File: src/rtl/seg_scan_driver_if.sv
// Handshake and display bus between the time/alarm counters and the seven-segment scan driver.
// Master drives the binary fields and controls; slave returns status and the display pins.
interface seg_scan_driver_if #(
  parameter int unsigned NUM_FIELDS = 2,
  parameter int unsigned FIELD_W    = 6
);
  logic [NUM_FIELDS*FIELD_W-1:0] bin_in;
  logic                          load;
  logic [NUM_FIELDS-1:0]         blink_en;
  logic                          lz_blank;
  logic                          busy;
  logic                          done;
  logic [6:0]                    seg;
  logic [2*NUM_FIELDS-1:0]       dig_sel;

  modport master (
    output bin_in, load, blink_en, lz_blank,
    input  busy, done, seg, dig_sel
  );

  modport slave (
    input  bin_in, load, blink_en, lz_blank,
    output busy, done, seg, dig_sel
  );
endinterface

File: src/rtl/seg_scan_driver.sv
// Converts packed binary fields to BCD with a shift-add-3 engine and drives a time-multiplexed
// seven-segment display with per-field blink and optional leading-zero blanking.
module seg_scan_driver #(
  parameter int unsigned NUM_FIELDS = 2,
  parameter int unsigned FIELD_W    = 6,
  parameter int unsigned SCAN_DIV   = 1000,
  parameter int unsigned BLINK_DIV  = 500000
) (
  input logic               clk,
  input logic               rst_n,
  seg_scan_driver_if.slave  io_bus
);
  localparam int unsigned NUM_DIGITS = 2 * NUM_FIELDS;
  localparam int unsigned BIN_W      = NUM_FIELDS * FIELD_W;
  localparam int unsigned FIDX_W     = (NUM_FIELDS > 1) ? $clog2(NUM_FIELDS) : 1;
  localparam int unsigned BIT_W      = $clog2(FIELD_W);
  localparam int unsigned DIDX_W     = $clog2(NUM_DIGITS);
  localparam int unsigned SCAN_W     = $clog2(SCAN_DIV);
  localparam int unsigned BLINK_W    = $clog2(BLINK_DIV);

  localparam logic [6:0] SEG_BLANK = 7'b0000000;
  localparam logic [6:0] SEG_DASH  = 7'b0000001;
  localparam logic [6:0] SEG_ZERO  = 7'b1111110;

  function automatic logic [6:0] f_encode(input logic [3:0] d);
    case (d)
      4'd0:    f_encode = 7'b1111110;
      4'd1:    f_encode = 7'b0110000;
      4'd2:    f_encode = 7'b1101101;
      4'd3:    f_encode = 7'b1111001;
      4'd4:    f_encode = 7'b0110011;
      4'd5:    f_encode = 7'b1011011;
      4'd6:    f_encode = 7'b1011111;
      4'd7:    f_encode = 7'b1110000;
      4'd8:    f_encode = 7'b1111111;
      4'd9:    f_encode = 7'b1111011;
      default: f_encode = SEG_BLANK;
    endcase
  endfunction

  typedef enum logic [1:0] {StIdle, StConv, StCommit} state_e;

  state_e                         r_state, w_state_next;
  logic [BIN_W-1:0]               r_shadow;
  logic [7:0]                     r_bcd;
  logic [BIT_W-1:0]               r_bit;
  logic [FIDX_W-1:0]              r_field;
  logic [NUM_DIGITS-1:0][6:0]     r_stage, r_disp;
  logic                           r_done;
  logic [SCAN_W-1:0]              r_presc;
  logic [DIDX_W-1:0]              r_idx;
  logic [BLINK_W-1:0]             r_blink_cnt;
  logic                           r_phase;
  logic [6:0]                     r_seg;
  logic [NUM_DIGITS-1:0]          r_dig_sel;

  logic                           w_busy, w_accept, w_shift, w_commit;
  logic [BIN_W-1:0]               w_shifted;
  logic [FIELD_W-1:0]             w_cur_field, w_aligned;
  logic                           w_in_bit, w_last_bit, w_last_field, w_range_err;
  logic [7:0]                     w_adj, w_bcd_next;
  logic [6:0]                     w_digit_code, w_seg_pick;
  logic                           w_blink_here;

  // Conversion datapath: current field's next serial bit and the add-3 adjusted BCD pair.
  always_comb begin
    w_shifted    = r_shadow >> (r_field * FIELD_W);
    w_cur_field  = w_shifted[FIELD_W-1:0];
    w_aligned    = w_cur_field << r_bit;
    w_in_bit     = w_aligned[FIELD_W-1];
    w_adj[3:0]   = (r_bcd[3:0] >= 4'd5) ? r_bcd[3:0] + 4'd3 : r_bcd[3:0];
    w_adj[7:4]   = (r_bcd[7:4] >= 4'd5) ? r_bcd[7:4] + 4'd3 : r_bcd[7:4];
    w_bcd_next   = {w_adj[6:0], w_in_bit};
    w_last_bit   = (r_bit == BIT_W'(FIELD_W - 1));
    w_last_field = (r_field == FIDX_W'(NUM_FIELDS - 1));
    w_range_err  = ({{(16 - FIELD_W){1'b0}}, w_cur_field} > 16'd99);
  end

  always_ff @(posedge clk or negedge rst_n) begin
    if (!rst_n) r_state <= StIdle;
    else        r_state <= w_state_next;
  end

  always_comb begin
    w_state_next = r_state;
    unique case (r_state)
      StIdle:   if (io_bus.load) w_state_next = StConv;
      StConv:   if (w_last_bit && w_last_field) w_state_next = StCommit;
      StCommit: w_state_next = StIdle;
      default:  w_state_next = StIdle;
    endcase
  end

  always_comb begin
    w_busy   = (r_state != StIdle);
    w_accept = (r_state == StIdle) && io_bus.load;
    w_shift  = (r_state == StConv);
    w_commit = (r_state == StCommit);
  end

  always_ff @(posedge clk or negedge rst_n) begin
    if (!rst_n) begin
      r_shadow <= '0;
      r_bcd    <= '0;
      r_bit    <= '0;
      r_field  <= '0;
      r_stage  <= {NUM_DIGITS{SEG_BLANK}};
      r_disp   <= {NUM_DIGITS{SEG_BLANK}};
      r_done   <= 1'b0;
    end else begin
      r_done <= w_commit;
      if (w_accept) begin
        r_shadow <= io_bus.bin_in;
        r_bcd    <= '0;
        r_bit    <= '0;
        r_field  <= '0;
      end
      if (w_shift) begin
        if (w_last_bit) begin
          r_bcd   <= '0;
          r_bit   <= '0;
          r_field <= r_field + FIDX_W'(1);
          for (int k = 0; k < NUM_FIELDS; k++) begin
            if (r_field == FIDX_W'(k)) begin
              r_stage[2*k]   <= w_range_err ? SEG_DASH : f_encode(w_bcd_next[3:0]);
              r_stage[2*k+1] <= w_range_err ? SEG_DASH : f_encode(w_bcd_next[7:4]);
            end
          end
        end else begin
          r_bcd <= w_bcd_next;
          r_bit <= r_bit + BIT_W'(1);
        end
      end
      if (w_commit) r_disp <= r_stage;
    end
  end

  // Segment selection for the digit currently indexed; blink overrides leading-zero handling.
  always_comb begin
    w_digit_code = r_disp[r_idx];
    w_blink_here = 1'b0;
    for (int k = 0; k < NUM_FIELDS; k++) begin
      if (r_idx == DIDX_W'(2*k) || r_idx == DIDX_W'(2*k+1)) w_blink_here = io_bus.blink_en[k];
    end
    w_seg_pick = w_digit_code;
    if (io_bus.lz_blank && r_idx[0] && (w_digit_code == SEG_ZERO)) w_seg_pick = SEG_BLANK;
    if (r_phase && w_blink_here) w_seg_pick = SEG_BLANK;
  end

  always_ff @(posedge clk or negedge rst_n) begin
    if (!rst_n) begin
      r_presc     <= '0;
      r_idx       <= '0;
      r_blink_cnt <= '0;
      r_phase     <= 1'b0;
      r_seg       <= SEG_BLANK;
      r_dig_sel   <= '0;
    end else begin
      if (r_presc == SCAN_W'(SCAN_DIV - 1)) begin
        r_presc <= '0;
        r_idx   <= (r_idx == DIDX_W'(NUM_DIGITS - 1)) ? '0 : r_idx + DIDX_W'(1);
      end else begin
        r_presc <= r_presc + SCAN_W'(1);
      end
      if (r_blink_cnt == BLINK_W'(BLINK_DIV - 1)) begin
        r_blink_cnt <= '0;
        r_phase     <= ~r_phase;
      end else begin
        r_blink_cnt <= r_blink_cnt + BLINK_W'(1);
      end
      r_dig_sel <= {{(NUM_DIGITS-1){1'b0}}, 1'b1} << r_idx;
      r_seg     <= w_seg_pick;
    end
  end

  assign io_bus.busy    = w_busy;
  assign io_bus.done    = r_done;
  assign io_bus.seg     = r_seg;
  assign io_bus.dig_sel = r_dig_sel;
endmodule
File: src/flat_wrapper.sv
// flat-port wrapper written by rule: the top's interface ports become plain ports
module seg_scan_driver_flat 
#(
  parameter int unsigned NUM_FIELDS = 2,
  parameter int unsigned FIELD_W    = 6,
  parameter int unsigned SCAN_DIV   = 1000,
  parameter int unsigned BLINK_DIV  = 500000
)
  (clk, rst_n, io_bus_bin_in, io_bus_load, io_bus_blink_en, io_bus_lz_blank, io_bus_busy, io_bus_done, io_bus_seg, io_bus_dig_sel);
  seg_scan_driver_if #(.NUM_FIELDS(NUM_FIELDS), .FIELD_W(FIELD_W)) io_bus_i ();
  input logic clk;
  input logic rst_n;
  input wire logic [$bits(io_bus_i.bin_in)-1:0] io_bus_bin_in;
  input wire logic [$bits(io_bus_i.load)-1:0] io_bus_load;
  input wire logic [$bits(io_bus_i.blink_en)-1:0] io_bus_blink_en;
  input wire logic [$bits(io_bus_i.lz_blank)-1:0] io_bus_lz_blank;
  output wire logic [$bits(io_bus_i.busy)-1:0] io_bus_busy;
  output wire logic [$bits(io_bus_i.done)-1:0] io_bus_done;
  output wire logic [$bits(io_bus_i.seg)-1:0] io_bus_seg;
  output wire logic [$bits(io_bus_i.dig_sel)-1:0] io_bus_dig_sel;
  assign io_bus_i.bin_in = io_bus_bin_in;
  assign io_bus_i.load = io_bus_load;
  assign io_bus_i.blink_en = io_bus_blink_en;
  assign io_bus_i.lz_blank = io_bus_lz_blank;
  assign io_bus_busy = io_bus_i.busy;
  assign io_bus_done = io_bus_i.done;
  assign io_bus_seg = io_bus_i.seg;
  assign io_bus_dig_sel = io_bus_i.dig_sel;
  seg_scan_driver #(.NUM_FIELDS(NUM_FIELDS), .FIELD_W(FIELD_W), .SCAN_DIV(SCAN_DIV), .BLINK_DIV(BLINK_DIV)) u_core (.clk(clk), .rst_n(rst_n), .io_bus(io_bus_i));
endmodule
File: config.mk
export PLATFORM = sky130hd
export DESIGN_NAME = seg_scan_driver_flat
export DESIGN_NICKNAME = d
export VERILOG_FILES = /design/src/rtl/seg_scan_driver_if.sv /design/src/rtl/seg_scan_driver.sv /design/src/flat_wrapper.sv
export SDC_FILE = /design/constraint.sdc
export NUM_CORES = 1
export LEC_CHECK = 0
export BUFFER_PORTS_ARGS = -buffer_cell sky130_fd_sc_hd__clkbuf_2
export CAP_MARGIN = 20
export CORE_ASPECT_RATIO = 0.75
export CORE_MARGIN = 2
export CORE_UTILIZATION = 50
export DETAILED_ROUTE_END_ITERATION = 8
export PLACE_DENSITY = 0.78
export SETUP_SLACK_MARGIN = 0.4
export SYNTH_ARGS = -nofsm -noshare
export SYNTH_HDL_FRONTEND = slang
export SYNTH_SLANG_ARGS = --single-unit
export TNS_END_PERCENT = 50
File: constraint.sdc
create_clock -name clk -period 2.8 [get_ports clk]
set_clock_uncertainty 0.15 [all_clocks]
set_input_delay 0.28 -clock clk [delete_from_list [all_inputs] [get_ports clk]]
set_output_delay 0.28 -clock clk [all_outputs]
set_load 0.005 [all_outputs]
# Yosys cells after proc, flatten, opt, wreduce, memory -nomap -nowiden
# Memory sizes are Yosys's and may differ from the RTL's. A register that Yosys moved wholly into a read port is not among the register bits.
# Index checks and enable logic that the tools add are counted.
# totals
register_bits,98
mem_bits_ro,448
latch_bits,0
word_cells,88
mem_count,4
ram_bits,0
# classes
n_reduce_logical,18
magnitude_cmp,3
shifts,3
addsub,7
bitwise,2
muxes,23
div,0
n_eq_ne,11
mul,1
# memory_table
name,depth,width,rd,rd_clocked_by_memory_dff,write_ports,line_no,rtl
(name not given),16,7,1,1,0,seg_scan_driver.sv:26,case (d)
(name not given),16,7,1,1,0,seg_scan_driver.sv:26,
(name not given),16,7,1,1,0,seg_scan_driver.sv:26,
(name not given),16,7,1,1,0,seg_scan_driver.sv:26,
# op_table
cell,n
$mux 8,3
$mux 7,3
$add 19x1->19 const B,1
$eq 19x19->1 const B,1
$mux 19,1
$bmux 7 s2,1
$mux 3,4
$shr 12x4->6,1
$add 10x1->10 const B,1
$eq 10x10->1 const B,1
$mux 10,1
$ge 4x3->1 const B,2
$eq 7x7->1 const B,1
$eq 2x2->1 const B,3
$mux 2,3
$reduce_and 3->1,2
$shl 6x3->6,1
$logic_and 1x1->1,5
$mux 1,5
$add 4x2->4 const B,1
$eq 2x1->1 const B,2
$logic_not 1->1,4
$logic_not 2->1,2
$mux 4,1
other kinds (14),18

# Depth between registers and ports, before layout
# logic_depth
word_depth,6
mapped_depth,11
mapped_depth_nobuf,11

# Least setup slack after synthesis
# No wires, ideal clock.
# synth_path
path_type,register to register
start,register u_core.r_bcd[1]
end,register u_core.r_stage[17] in the netlist's numbering
path_buffers,0
path_slack_ps,387
stages_incl_launch_ff,12
t_arrival_ps,2138
required_ps,2525
setup_ps,125
cell_sequence,dfrtp_1 inv_1 ha_1 nand2b_2 a211oi_2 nor2_1 inv_1 ha_1 inv_1 o211ai_1 o211ai_1 mux2_2
# synth_via
elab_chain_cells,2
elab_cells_between_ends,3
cone_classes,add/sub (1); order compare (1); mux (1)
# synth_lines
item,line_no,rtl
from (decl),seg_scan_driver.sv:45,logic [7:0] r_bcd;
from (signal assigned),seg_scan_driver.sv:130,r_bcd <= w_bcd_next;
$add 4x2->4 or $ge 4x3->1 (tied branches),seg_scan_driver.sv:71,w_adj[3:0] = (r_bcd[3:0] >= 4'd5) ? r_bcd[3:0] + 4'd3 : r_bcd[3:0];
$mux 4 *,seg_scan_driver.sv:71,
to (decl),seg_scan_driver.sv:48,"logic [NUM_DIGITS-1:0][6:0] r_stage, r_disp;"
# Mark *: on every way between the ends. The rest lies on a longest branch, timed or not.
# A chain may end at the register's enable or synchronous reset.

# Worst setup path in the final report
# layout_path
start,register u_core.r_bcd[0]
end,register u_core.r_stage[17] in the netlist's numbering
# The elaborated chain is that of the path after synthesis.

==> results.md <==
* Core footprint at around 12000 um^2
* First-pass GRT wire length at around 21000 um
* Vias in the first global route at about 4200
* Grt total ovfl at 0
* Leak at between 3 and 4 nW
* Post-synth top cells: 126 x dfrtp_1, 53 x mux2_2, 49 x nand2_1, 33 x nor2_1, 26 x o21ai_0
* Area Overhead vs Synth at 24.7%
* Seq/Total Area, Yosys at ~53%
* Clk Latency, worst-skew pair at about 420 ps
* Worst EP required at 2950 ps
* Post-DRT Antenna Nets at 0
* Port bufs at 30
* DR iter-0 viols at 348
* Slowest stage delay, CP at between 400 and 500 ps
* Element type at the critical path end: register
* Mapped cell area at slightly below 6000 um^2
* Minimum clock period at 2450 ps
* DRC Markers at 0
* RSZ-0062 raised after global routing: yes
* Pwr Total at 0.00840 W
* Worst path slowest cell: dfrtp_2
* Worst Hold Depth at 4
* Post-synth EDFFs at 0
* Cell variety after synth at 60
* Max-slew violation count at 0
* Clk sinks at between 100 and 150
* Synth area leader: dfrtp_1
* Drt first pass iters at 5
* Fin. Hold Viols at 0
* Cts bufs inserted at 17
* Outcome: complete, no violations
* Top cell type's share of synthesized area at around 53%
* Die area at roughly 13000 um^2
* Async S/R FF share, synth at 100%
* Synth warn at 0
* Vias post-DR at around 4300
* Nets at between 600 and 700
* Class of the worst hold path: in -> reg
* CTS clk-pin slew, worst paths at ~50 ps
* RD Place Congestion at approximately 0.83
* Cell Rows at 34
* ANT cells at 0
* Top achievable clock speed at between 0.4 and 0.5 GHz
* Critical path launch point type: register
* CP max FO at 4
* Max Cap Violations at 0
* Die Y at between 90 and 100 um
* Number of vias per cell at 5.76
* Mapped Cells at 499
* CP Cell Sequence: ha_2, nand2b_4, a211oi_4, nor2_4, inv_4, ha_2, inv_1, o211ai_1, o211ai_1, mux2_2
* Syn_area_per_cell at roughly 12 um^2
* Tcrit/Tclk final at 87.4%
* Area contributors post-synth: dfrtp_1 53%, mux2_2 10%, ha_1 3.8%
* Syn Nets at roughly 540
* Filler instances at around 840
* HPWL Detailed at 8200 um
* Worst vdd ir at about 0.58 mV
* Flop and latch count out of synthesis at 126
* WS Path Type: reg -> reg
* DRT Wirelength at roughly 13000 um
* All-layer global routing usage at 21.4%
* Reg2Reg Setup Slack at between 300 and 400 ps
* Die width at ~130 um
* Share of cells above drive strength 1 at between 30% and 40%
* Initial Utilization at 51.1%
* PwrDens at 1140 nW/um^2
* H-Tree Depth at 4
* Most numerous cell in the Yosys netlist: dfrtp_1
* Main synth FF type: dfrtp_1
* WL per Instance at roughly 18 um
* Final setup viols at 0
* CTS tree: built
* Clk buf depth at 2
* Rel. slew slack at about two fifths
* # IOs at 31
* Total negative slack at 0 ps
* R2R depth at 10
* Root Buffer: clkbuf_16
* Worst-margin pin slew at around 920 ps
* Initial antenna violation count at 1
* Crit path DAT at 2600 ps
* Largest net degree at the start of global routing at 56
[power by group]
group,internal (W),total (W),switching [W]
logic,0.00143,0.00316,0.00173
clock network,0.00173,0.00253,0.000791
registers,0.00229,0.00271,0.000421
total,0.00545,0.00840,0.00295
[logic make-up after synthesis]
group                      after synthesis  synth area share, %
AOI/OAI and AO/OA                       90                 10.8
xor gates and xnor gates                24                 3.57
adders and majority gates               18                 3.82
buffers and inverters                   29                 2.19
DFF                                    126                 53.5
muxes                                   65                 13.9
and+or+nand+nor                        147                 12.3
[flip-flops by register name, summed over array words and instances, names as in the netlist]
name	count
u_core.r_presc	10
u_core.io_bus.seg	7
u_core.r_idx	2
u_core.r_stage	28
u_core.r_state	2
u_core.r_shadow	12
u_core.io_bus.dig_sel	4
u_core.r_phase	1
u_core.r_bit	3
u_core.r_bcd	8
u_core.r_disp	28
u_core.r_blink_cnt	19
u_core.r_field	1
u_core.io_bus.done	1
[critical path, delay by kind of cell (launching register included)]
kind                       cells  cell delay, ps
AOI/OAI and AO/OA              3             690
adders and majority gates      2             360
and+or+nand+nor                2             280
buffers and inverters          2             130
muxes                          1             300
DFF                            1             430
[repair_timing]
action | 4_1_cts | 5_1_grt
gates resized for setup | 15 | 26
hold buffers | 13 | 0
pin swaps | 2 | 9
endpoints found under the hold margin | 65 | 0
setup buffers | 5 | 11
endpoints found under the setup margin | 24 | 33
[worst paths after layout]
check | startpoint | endpoint
setup / recovery | u_core.r_bcd[0] | u_core.r_stage[17]
hold / removal | io_bus_load | u_core.r_field
setup reg to reg | u_core.r_bcd[0] | u_core.r_stage[17]
hold reg to reg | u_core.r_stage[27] | u_core.r_stage[27]
max in group asynchronous | rst_n | u_core.r_presc[1]
min in group asynchronous | rst_n | u_core.r_shadow[4]
[cell type report]
cell class / instances / area [um^2] / share of cell area [%]
clock buffers: 21 / 470 / 6.40
clock inverters: 11 / 210 / 2.86
inverters: 13 / 51.3 / 0.698
multi-input cells: 344 / 2760 / 37.6
flip-flops and latches: 126 / 3160 / 43.0
well taps: 162 / 203 / 2.76
repair buffers: 68 / 495 / 6.74
[routing by layer]
layer | GRT usage, % | vias up | part of all wire [%]
li1 | - | 1937 | -
met1 | 29.3 | 2149 | 43
met2 | 32.5 | 156 | 48
met3 | 6.52 | 46 | 5.9
met4 | 7.78 | 2 | 2.9
met5 | 0 | - | 0.075
[per-stage QoR]
step	instances	cell area, um^2	utilization, %	hold slack, ps	worst slack, ps
final	745	7350	63.8	128	353
after floorplan	499	5900	-	-166	390
after CTS	734	7170	62.2	112	389
after global routing	745	7350	63.8	136	312
after detailed placement	684	6270	54.4	232	85.0
after global placement	684	6270	54.4	216	267
[cell usage in the layout, fill, tap and decap left out, drive strengths merged, types with 3 or more instances in the layout]
cell	synthesis	routed
ha	18	18
and2	7	7
nor2	34	34
nand2b	5	5
dlygate4sd3	0	13
mux4	8	8
mux2	53	53
and3	4	4
bufinv	0	6
nor3	7	7
inv	13	13
nand2	49	49
mux2i	4	4
buf	12	26
a211o	3	3
o21ai	36	36
nor4b	3	3
a21oi	6	6
clkbuf	4	50
nand3	18	18
clkinv	0	3
nand4	3	3
a21o	3	3
a31oi	5	5
xor2	15	15
xnor2	9	9
o31ai	6	6
nor3b	3	3
o211ai	7	7
dfrtp	126	126
nor2b	4	4
a211oi	6	6
Note: power is estimated with default switching activity, not from simulation.
